[config.mk]
export PLATFORM = sky130hd
export DESIGN_NAME = operand_stack
export DESIGN_NICKNAME = d
export VERILOG_FILES = /design/src/rtl/stack_pkg.sv /design/src/rtl/stack_ram.sv /design/src/rtl/operand_stack.sv
export SDC_FILE = /design/constraint.sdc
export NUM_CORES = 1
export LEC_CHECK = 0
export ABC_CLOCK_PERIOD_IN_PS = 8600
export CORE_MARGIN = 10
export CORE_UTILIZATION = 25
export CTS_BUF_LIST = sky130_fd_sc_hd__clkbuf_4
export CTS_CLUSTER_DIAMETER = 30
export DETAILED_ROUTE_END_ITERATION = 12
export MAX_ROUTING_LAYER = met4
export PLACE_DENSITY = 0.44
export SETUP_SLACK_MARGIN = 0.5
export SLEW_MARGIN = 10
export SYNTH_ARGS = -nofsm -noshare
export SYNTH_HDL_FRONTEND = slang
export SYNTH_SLANG_ARGS = --single-unit
[constraint.sdc]
create_clock -name clk -period 8.6 [get_ports clk]
set_input_delay 1.72 -clock clk [delete_from_list [all_inputs] [get_ports clk]]
set_output_delay 1.72 -clock clk [all_outputs]
set_load 0.1 [all_outputs]
[src/rtl/stack_pkg.sv]
// Shared definitions for the operand stack: opcode encodings and the default
// datapath width. Imported by operand_stack and stack_ram.
package stack_pkg;

  localparam int STK_WIDTH = 32;

  typedef logic [2:0] stk_op_t;

  localparam stk_op_t STK_NOP   = 3'b000;
  localparam stk_op_t STK_PUSH  = 3'b001;
  localparam stk_op_t STK_POP   = 3'b010;
  localparam stk_op_t STK_REP1  = 3'b011;
  localparam stk_op_t STK_REP2  = 3'b100;
  localparam stk_op_t STK_DUP   = 3'b101;
  localparam stk_op_t STK_SWAP  = 3'b110;
  localparam stk_op_t STK_CLEAR = 3'b111;

endpackage

[src/rtl/stack_ram.sv]
// Storage array for the operand stack. DEPTH x WIDTH registers with no reset,
// two asynchronous read ports (top and next entry) and two write ports. The
// second write port exists so SWAP can update both entries in one edge; if
// both ports ever target the same address, port 1 wins.
module stack_ram
  import stack_pkg::*;
#(
  parameter int WIDTH = STK_WIDTH,
  parameter int DEPTH = 16
) (
  input  logic                     clk,
  input  logic                     i_we0,
  input  logic [$clog2(DEPTH)-1:0] i_waddr0,
  input  logic [WIDTH-1:0]         i_wdata0,
  input  logic                     i_we1,
  input  logic [$clog2(DEPTH)-1:0] i_waddr1,
  input  logic [WIDTH-1:0]         i_wdata1,
  input  logic [$clog2(DEPTH)-1:0] i_raddr0,
  input  logic [$clog2(DEPTH)-1:0] i_raddr1,
  output logic [WIDTH-1:0]         o_rdata0,
  output logic [WIDTH-1:0]         o_rdata1
);

  logic [WIDTH-1:0] r_mem [DEPTH];

  // Commit the primary write and, when requested, the secondary write.
  always_ff @(posedge clk) begin
    if (i_we0) begin
      r_mem[i_waddr0] <= i_wdata0;
    end
    if (i_we1) begin
      r_mem[i_waddr1] <= i_wdata1;
    end
  end

  assign o_rdata0 = r_mem[i_raddr0];
  assign o_rdata1 = r_mem[i_raddr1];

endmodule

[src/rtl/operand_stack.sv]
// LIFO operand stack feeding the ALU. Presents top-of-stack and
// next-on-stack combinationally and commits one operation per clock.
// Optional feature macro: OPERAND_STACK_DUPSWAP_EN enables DUP and SWAP;
// without it those opcodes behave as NOP and raise no error.
module operand_stack
  import stack_pkg::*;
#(
  parameter int WIDTH = STK_WIDTH,
  parameter int DEPTH = 16
) (
  input  logic                     clk,
  input  logic                     reset,
  input  logic [2:0]               op,
  input  logic [WIDTH-1:0]         wdata,
  output logic [WIDTH-1:0]         tos,
  output logic [WIDTH-1:0]         nos,
  output logic [$clog2(DEPTH):0]   count,
  output logic                     empty,
  output logic                     full,
  output logic                     err_underflow,
  output logic                     err_overflow
);

  localparam int AW = $clog2(DEPTH);
  localparam int CW = AW + 1;
  localparam logic [CW-1:0] FULL_COUNT = CW'(DEPTH);

  logic [CW-1:0]    r_count;
  logic             r_errUnder;
  logic             r_errOver;

  logic [CW-1:0]    w_nextCount;
  logic             w_setUnder;
  logic             w_setOver;
  logic             w_clear;
  logic             w_we0;
  logic [AW-1:0]    w_waddr0;
  logic [WIDTH-1:0] w_wdata0;
  logic             w_we1;
  logic [AW-1:0]    w_waddr1;
  logic [WIDTH-1:0] w_wdata1;
  logic [AW-1:0]    w_addrTop;
  logic [AW-1:0]    w_addrNos;
  logic [AW-1:0]    w_addrFree;
  logic [WIDTH-1:0] w_rdTop;
  logic [WIDTH-1:0] w_rdNos;
  logic             w_hasOne;
  logic             w_hasTwo;
  logic             w_full;

  // Addresses are count-relative; when count is too small these wrap, but
  // the read data is masked and the writes are suppressed by the decode.
  assign w_addrTop  = AW'(r_count - CW'(1));
  assign w_addrNos  = AW'(r_count - CW'(2));
  assign w_addrFree = AW'(r_count);

  assign w_hasOne = (r_count >= CW'(1));
  assign w_hasTwo = (r_count >= CW'(2));
  assign w_full   = (r_count == FULL_COUNT);

  // Decode the operation into next count, storage writes and error events.
  always_comb begin
    w_nextCount = r_count;
    w_setUnder  = 1'b0;
    w_setOver   = 1'b0;
    w_clear     = 1'b0;
    w_we0       = 1'b0;
    w_waddr0    = w_addrTop;
    w_wdata0    = wdata;
    w_we1       = 1'b0;
    w_waddr1    = w_addrNos;
    w_wdata1    = w_rdTop;
    case (op)
      STK_PUSH: begin
        if (w_full) begin
          w_setOver = 1'b1;
        end else begin
          w_we0       = 1'b1;
          w_waddr0    = w_addrFree;
          w_nextCount = r_count + CW'(1);
        end
      end
      STK_POP: begin
        if (!w_hasOne) begin
          w_setUnder = 1'b1;
        end else begin
          w_nextCount = r_count - CW'(1);
        end
      end
      STK_REP1: begin
        if (!w_hasOne) begin
          w_setUnder = 1'b1;
        end else begin
          w_we0 = 1'b1;
        end
      end
      STK_REP2: begin
        if (!w_hasTwo) begin
          w_setUnder = 1'b1;
        end else begin
          w_we0       = 1'b1;
          w_waddr0    = w_addrNos;
          w_nextCount = r_count - CW'(1);
        end
      end
`ifdef OPERAND_STACK_DUPSWAP_EN
      STK_DUP: begin
        if (!w_hasOne) begin
          w_setUnder = 1'b1;
        end else if (w_full) begin
          w_setOver = 1'b1;
        end else begin
          w_we0       = 1'b1;
          w_waddr0    = w_addrFree;
          w_wdata0    = w_rdTop;
          w_nextCount = r_count + CW'(1);
        end
      end
      STK_SWAP: begin
        if (!w_hasTwo) begin
          w_setUnder = 1'b1;
        end else begin
          w_we0    = 1'b1;
          w_waddr0 = w_addrTop;
          w_wdata0 = w_rdNos;
          w_we1    = 1'b1;
          w_waddr1 = w_addrNos;
          w_wdata1 = w_rdTop;
        end
      end
`endif
      STK_CLEAR: begin
        w_nextCount = '0;
        w_clear     = 1'b1;
      end
      default: begin
        w_nextCount = r_count;
      end
    endcase
  end

  // Entry count; reset asynchronously, otherwise follows the decode.
  always_ff @(posedge clk or posedge reset) begin
    if (reset) begin
      r_count <= '0;
    end else begin
      r_count <= w_nextCount;
    end
  end

  // Sticky error flags; only reset or CLEAR lowers them.
  always_ff @(posedge clk or posedge reset) begin
    if (reset) begin
      r_errUnder <= 1'b0;
      r_errOver  <= 1'b0;
    end else if (w_clear) begin
      r_errUnder <= 1'b0;
      r_errOver  <= 1'b0;
    end else begin
      r_errUnder <= r_errUnder | w_setUnder;
      r_errOver  <= r_errOver  | w_setOver;
    end
  end

  // Writes are gated by reset so an op presented during reset is dropped.
  stack_ram #(
    .WIDTH (WIDTH),
    .DEPTH (DEPTH)
  ) u_ram (
    .clk      (clk),
    .i_we0    (w_we0 & ~reset),
    .i_waddr0 (w_waddr0),
    .i_wdata0 (w_wdata0),
    .i_we1    (w_we1 & ~reset),
    .i_waddr1 (w_waddr1),
    .i_wdata1 (w_wdata1),
    .i_raddr0 (w_addrTop),
    .i_raddr1 (w_addrNos),
    .o_rdata0 (w_rdTop),
    .o_rdata1 (w_rdNos)
  );

  assign tos           = w_hasOne ? w_rdTop : '0;
  assign nos           = w_hasTwo ? w_rdNos : '0;
  assign count         = r_count;
  assign empty         = (r_count == '0);
  assign full          = w_full;
  assign err_underflow = r_errUnder;
  assign err_overflow  = r_errOver;

endmodule

==> results.tsv <==
metric	value	unit
post-route clock period utilization	0.886	
global-route usage over all layers	0.139	
CTS Root Buffer Type	sky130_fd_sc_hd__clkbuf_4	
wire length of the first global-routing pass	108000	um
data arrival time of the worst path	5900	ps
ys flop type	sky130_fd_sc_hd__edfxtp_1	
worst min-delay path class	register to register	
final core utilization	0.305	
fraction of synthesized cell area taken by the top area cell type	0.626	
Reg2Reg Setup Slack	3250	ps
post-detailed-route via-to-cell ratio	4.90	
Synth warnings	0	
total half-perimeter wirelength after legalization and detailed placement	42400	um
leading cell type by number of instances after synthesis	sky130_fd_sc_hd__edfxtp_1	
worst slew slack as a fraction of its limit	0.254	
WS Path Type	register to output port	
gp weighted congestion	0.722	
unrepaired setup endpoints after global routing	false	
count of mapped cells out of synthesis	1139	
starting utilization of the core area	0.253	
count of routing violations after the opening detailed-route iteration	1105	
final count of hold timing violations	0	
cells traversed along the worst timing path	inv_1, ha_4, buf_4, mux4_2, mux4_2, nor2b_1, clkdlybuf4s50_1	
total core area	97100	um^2
achievable clock frequency	131	MHz
final period demand of the worst path	7620	ps
fraction of registers with async set/reset	0.0135	
fin. max-slew vios	0	
critical-path cell with the highest stage delay	sky130_fd_sc_hd__clkdlybuf4s50_1	
number of global-route vias before repair	14600	
horizontal die dimension	334	um
Net count, final	1419	
total congestion overflow after global routing	0	
Antenna Nets Post-Route	0	
most frequent cells after synthesis	sky130_fd_sc_hd__edfxtp_1 (512), sky130_fd_sc_hd__mux4_2 (320), sky130_fd_sc_hd__nor2b_1 (35)	
fraction of the yosys area taken by sequential cells	0.633	
routed length per instance	27.0	um
transition time at the pin with the least slew margin	1120	ps
peak per-stage delay on the critical path	1000	ps
Sink Count	519	
Routed Wire Length	75100	um
endpoint of the lowest-slack register-to-register path	u_ram.r_mem[13][27]	
Filler cells	9420	
pin count of the biggest net entering global routing	138	
Post-Synthesis Net Count	1184	
instance count after placement with tap cells included	2487	
most frequent CP cell	sky130_fd_sc_hd__mux4_2	
top cells by area, synth	sky130_fd_sc_hd__edfxtp_1 (63%), sky130_fd_sc_hd__mux4_2 (29%), sky130_fd_sc_hd__nor2b_1 (0.89%)	
number of clock buffers inserted by TritonCTS	161	
Max Cap Violations	0	
number of buffers added to fix hold violations after cts	0	
router iterations before antenna repair	5	
area growth from synthesis to layout	20.5	%
cell family with most CP delay	buffers and inverters	
R2R cell count	8	
Critical path destination	tos[29]	
setup tns final	0	ps
Cell Rows	114	
number of distinct library cells after synthesis	51	
Cell Area, Synth	24600	um^2
area enclosed by the die boundary	111000	um^2
run status	complete, no violations	
number of setup buffers added after CTS	0	
startpoint class of the critical path	register	
count of buffers from port buffering	109	
Boundary Pins	110	
worst setup path start	count[1]	
clock latency on the worst-skew pair	1020	ps
number of levels in the clock H-tree	4	
Worst Skew	62.2	ps
chip height	334	um
Required @ worst endpoint	6880	ps
number of enable flip-flop cells after synthesis	512	
post-cts repair resize count	0	
critical path capture point type	output port	
per-instance average area after synthesis	21.6	um^2
clock transition time at the flip-flop clock pins of the worst setup and hold paths	60	ps
Critical path buffers and inverters	3	
# setup viols final	0	
Residual DRC	0	
launch instance of the worst register-to-register path	count[1]	
via count of the routed design	13600	
number of antenna violations at the first check in global routing	10	
fraction of final layout cells with drive strength greater than 1	0.441	
flip-flop and latch count after synthesis	519	
crit path max fanout	41	
number of buffers between clock root and the deepest sink	3	
cell depth of the worst setup path	7	
CTS tree	yes	
cell type with the highest aggregate area in the netlist	sky130_fd_sc_hd__edfxtp_1	
filler-free cell count of the finished design	2784	
-- worst register-to-register path, cell delays in order (launching register included) --
cell,delay [ps]
sky130_fd_sc_hd__dfrtp_4,930
sky130_fd_sc_hd__inv_1,370
sky130_fd_sc_hd__ha_1,400
sky130_fd_sc_hd__xor2_4,410
sky130_fd_sc_hd__buf_4,770
sky130_fd_sc_hd__o211ai_1,260
sky130_fd_sc_hd__o221a_2,280
sky130_fd_sc_hd__nor3_2,800
sky130_fd_sc_hd__buf_4,670
-- layout by cell type (no fill, tap or decap), types with 3 or more instances in the layout --
cell	instances
sky130_fd_sc_hd__clkinv_1	31
sky130_fd_sc_hd__nand2_1	12
sky130_fd_sc_hd__nand3_1	4
sky130_fd_sc_hd__o221ai_1	4
sky130_fd_sc_hd__nor2b_1	35
sky130_fd_sc_hd__xor2_4	3
sky130_fd_sc_hd__inv_1	7
sky130_fd_sc_hd__a21o_1	4
sky130_fd_sc_hd__dfrtp_1	5
sky130_fd_sc_hd__clkinvlp_4	4
sky130_fd_sc_hd__mux4_2	320
sky130_fd_sc_hd__ha_1	6
sky130_fd_sc_hd__nor3_2	8
sky130_fd_sc_hd__o21ai_0	12
sky130_fd_sc_hd__diode_2	6
sky130_fd_sc_hd__edfxtp_1	512
sky130_fd_sc_hd__clkbuf_4	221
sky130_fd_sc_hd__nor4_2	8
sky130_fd_sc_hd__buf_4	47
sky130_fd_sc_hd__clkdlybuf4s50_1	109
sky130_fd_sc_hd__buf_12	4
sky130_fd_sc_hd__clkinv_2	23
sky130_fd_sc_hd__nor3_1	3
sky130_fd_sc_hd__bufinv_16	7
sky130_fd_sc_hd__a211oi_1	5
sky130_fd_sc_hd__nand2b_1	8
sky130_fd_sc_hd__and2_1	33
sky130_fd_sc_hd__a21oi_1	9
sky130_fd_sc_hd__nor2_1	12
-- state kept, by name, indices dropped and copies added (netlist names) --
name / flops
err_overflow: 1
err_underflow: 1
u_ram.r_mem: 512
count: 5
-- stage by stage --
step / hold slack, ps / setup slack [ps] / cell area [um^2]
2_1_floorplan: 979 / 1760 / 24600
3_3_place_gp: 532 / 1900 / 27400
3_5_place_dp: 522 / 1860 / 27400
4_1_cts: 537 / 725 / 29600
5_1_grt: 600 / 570 / 29600
6_report: 529 / 978 / 29600
-- area by class of cell --
class	count	area, um^2	area share
well taps	1276	1600	0.0539
multi-input cells	525	8720	0.295
clock buffers	221	1660	0.0560
inverters	7	26.3	0.000888
diodes	6	15.0	0.000507
flip-flops and latches	519	15600	0.526
clock inverters	70	505	0.0171
repair buffers	160	1520	0.0515
-- routing by layer --
layer  track usage  share of wire  vias to the layer above
met2         0.218           0.49                      485
met3        0.0351          0.062                      138
met4        0.0484          0.024                        0
li1              -              -                     5620
met1         0.173           0.43                     7405
met5             -              0                        -
-- logic make-up (layout without fill, tap and decap cells) --
kind of cell / count (synthesis) / after routing / synth area share
buf+inv: 95 / 458 / 0.0188
xor+xnor: 5 / 5 / 0.00239
other cells: 0 / 6 / 0
flops: 519 / 519 / 0.633
simple gates: 136 / 136 / 0.0324
fa+ha+maj: 8 / 8 / 0.00407
mux: 323 / 323 / 0.295
compound gates: 53 / 53 / 0.0151
-- how the worst min path moves through the flow --
stage / start / end / depth (start not counted)
finish: err_overflow / err_overflow / 2
global route: err_overflow / err_overflow / 2
global placement: err_overflow / err_overflow / 2
floorplan: err_overflow / err_overflow / 2
CTS: err_overflow / err_overflow / 2
detailed placement: err_overflow / err_overflow / 2
Power is not shown: default switching activity piles up to over one toggle a cycle in this logic, so the estimate is an artifact.
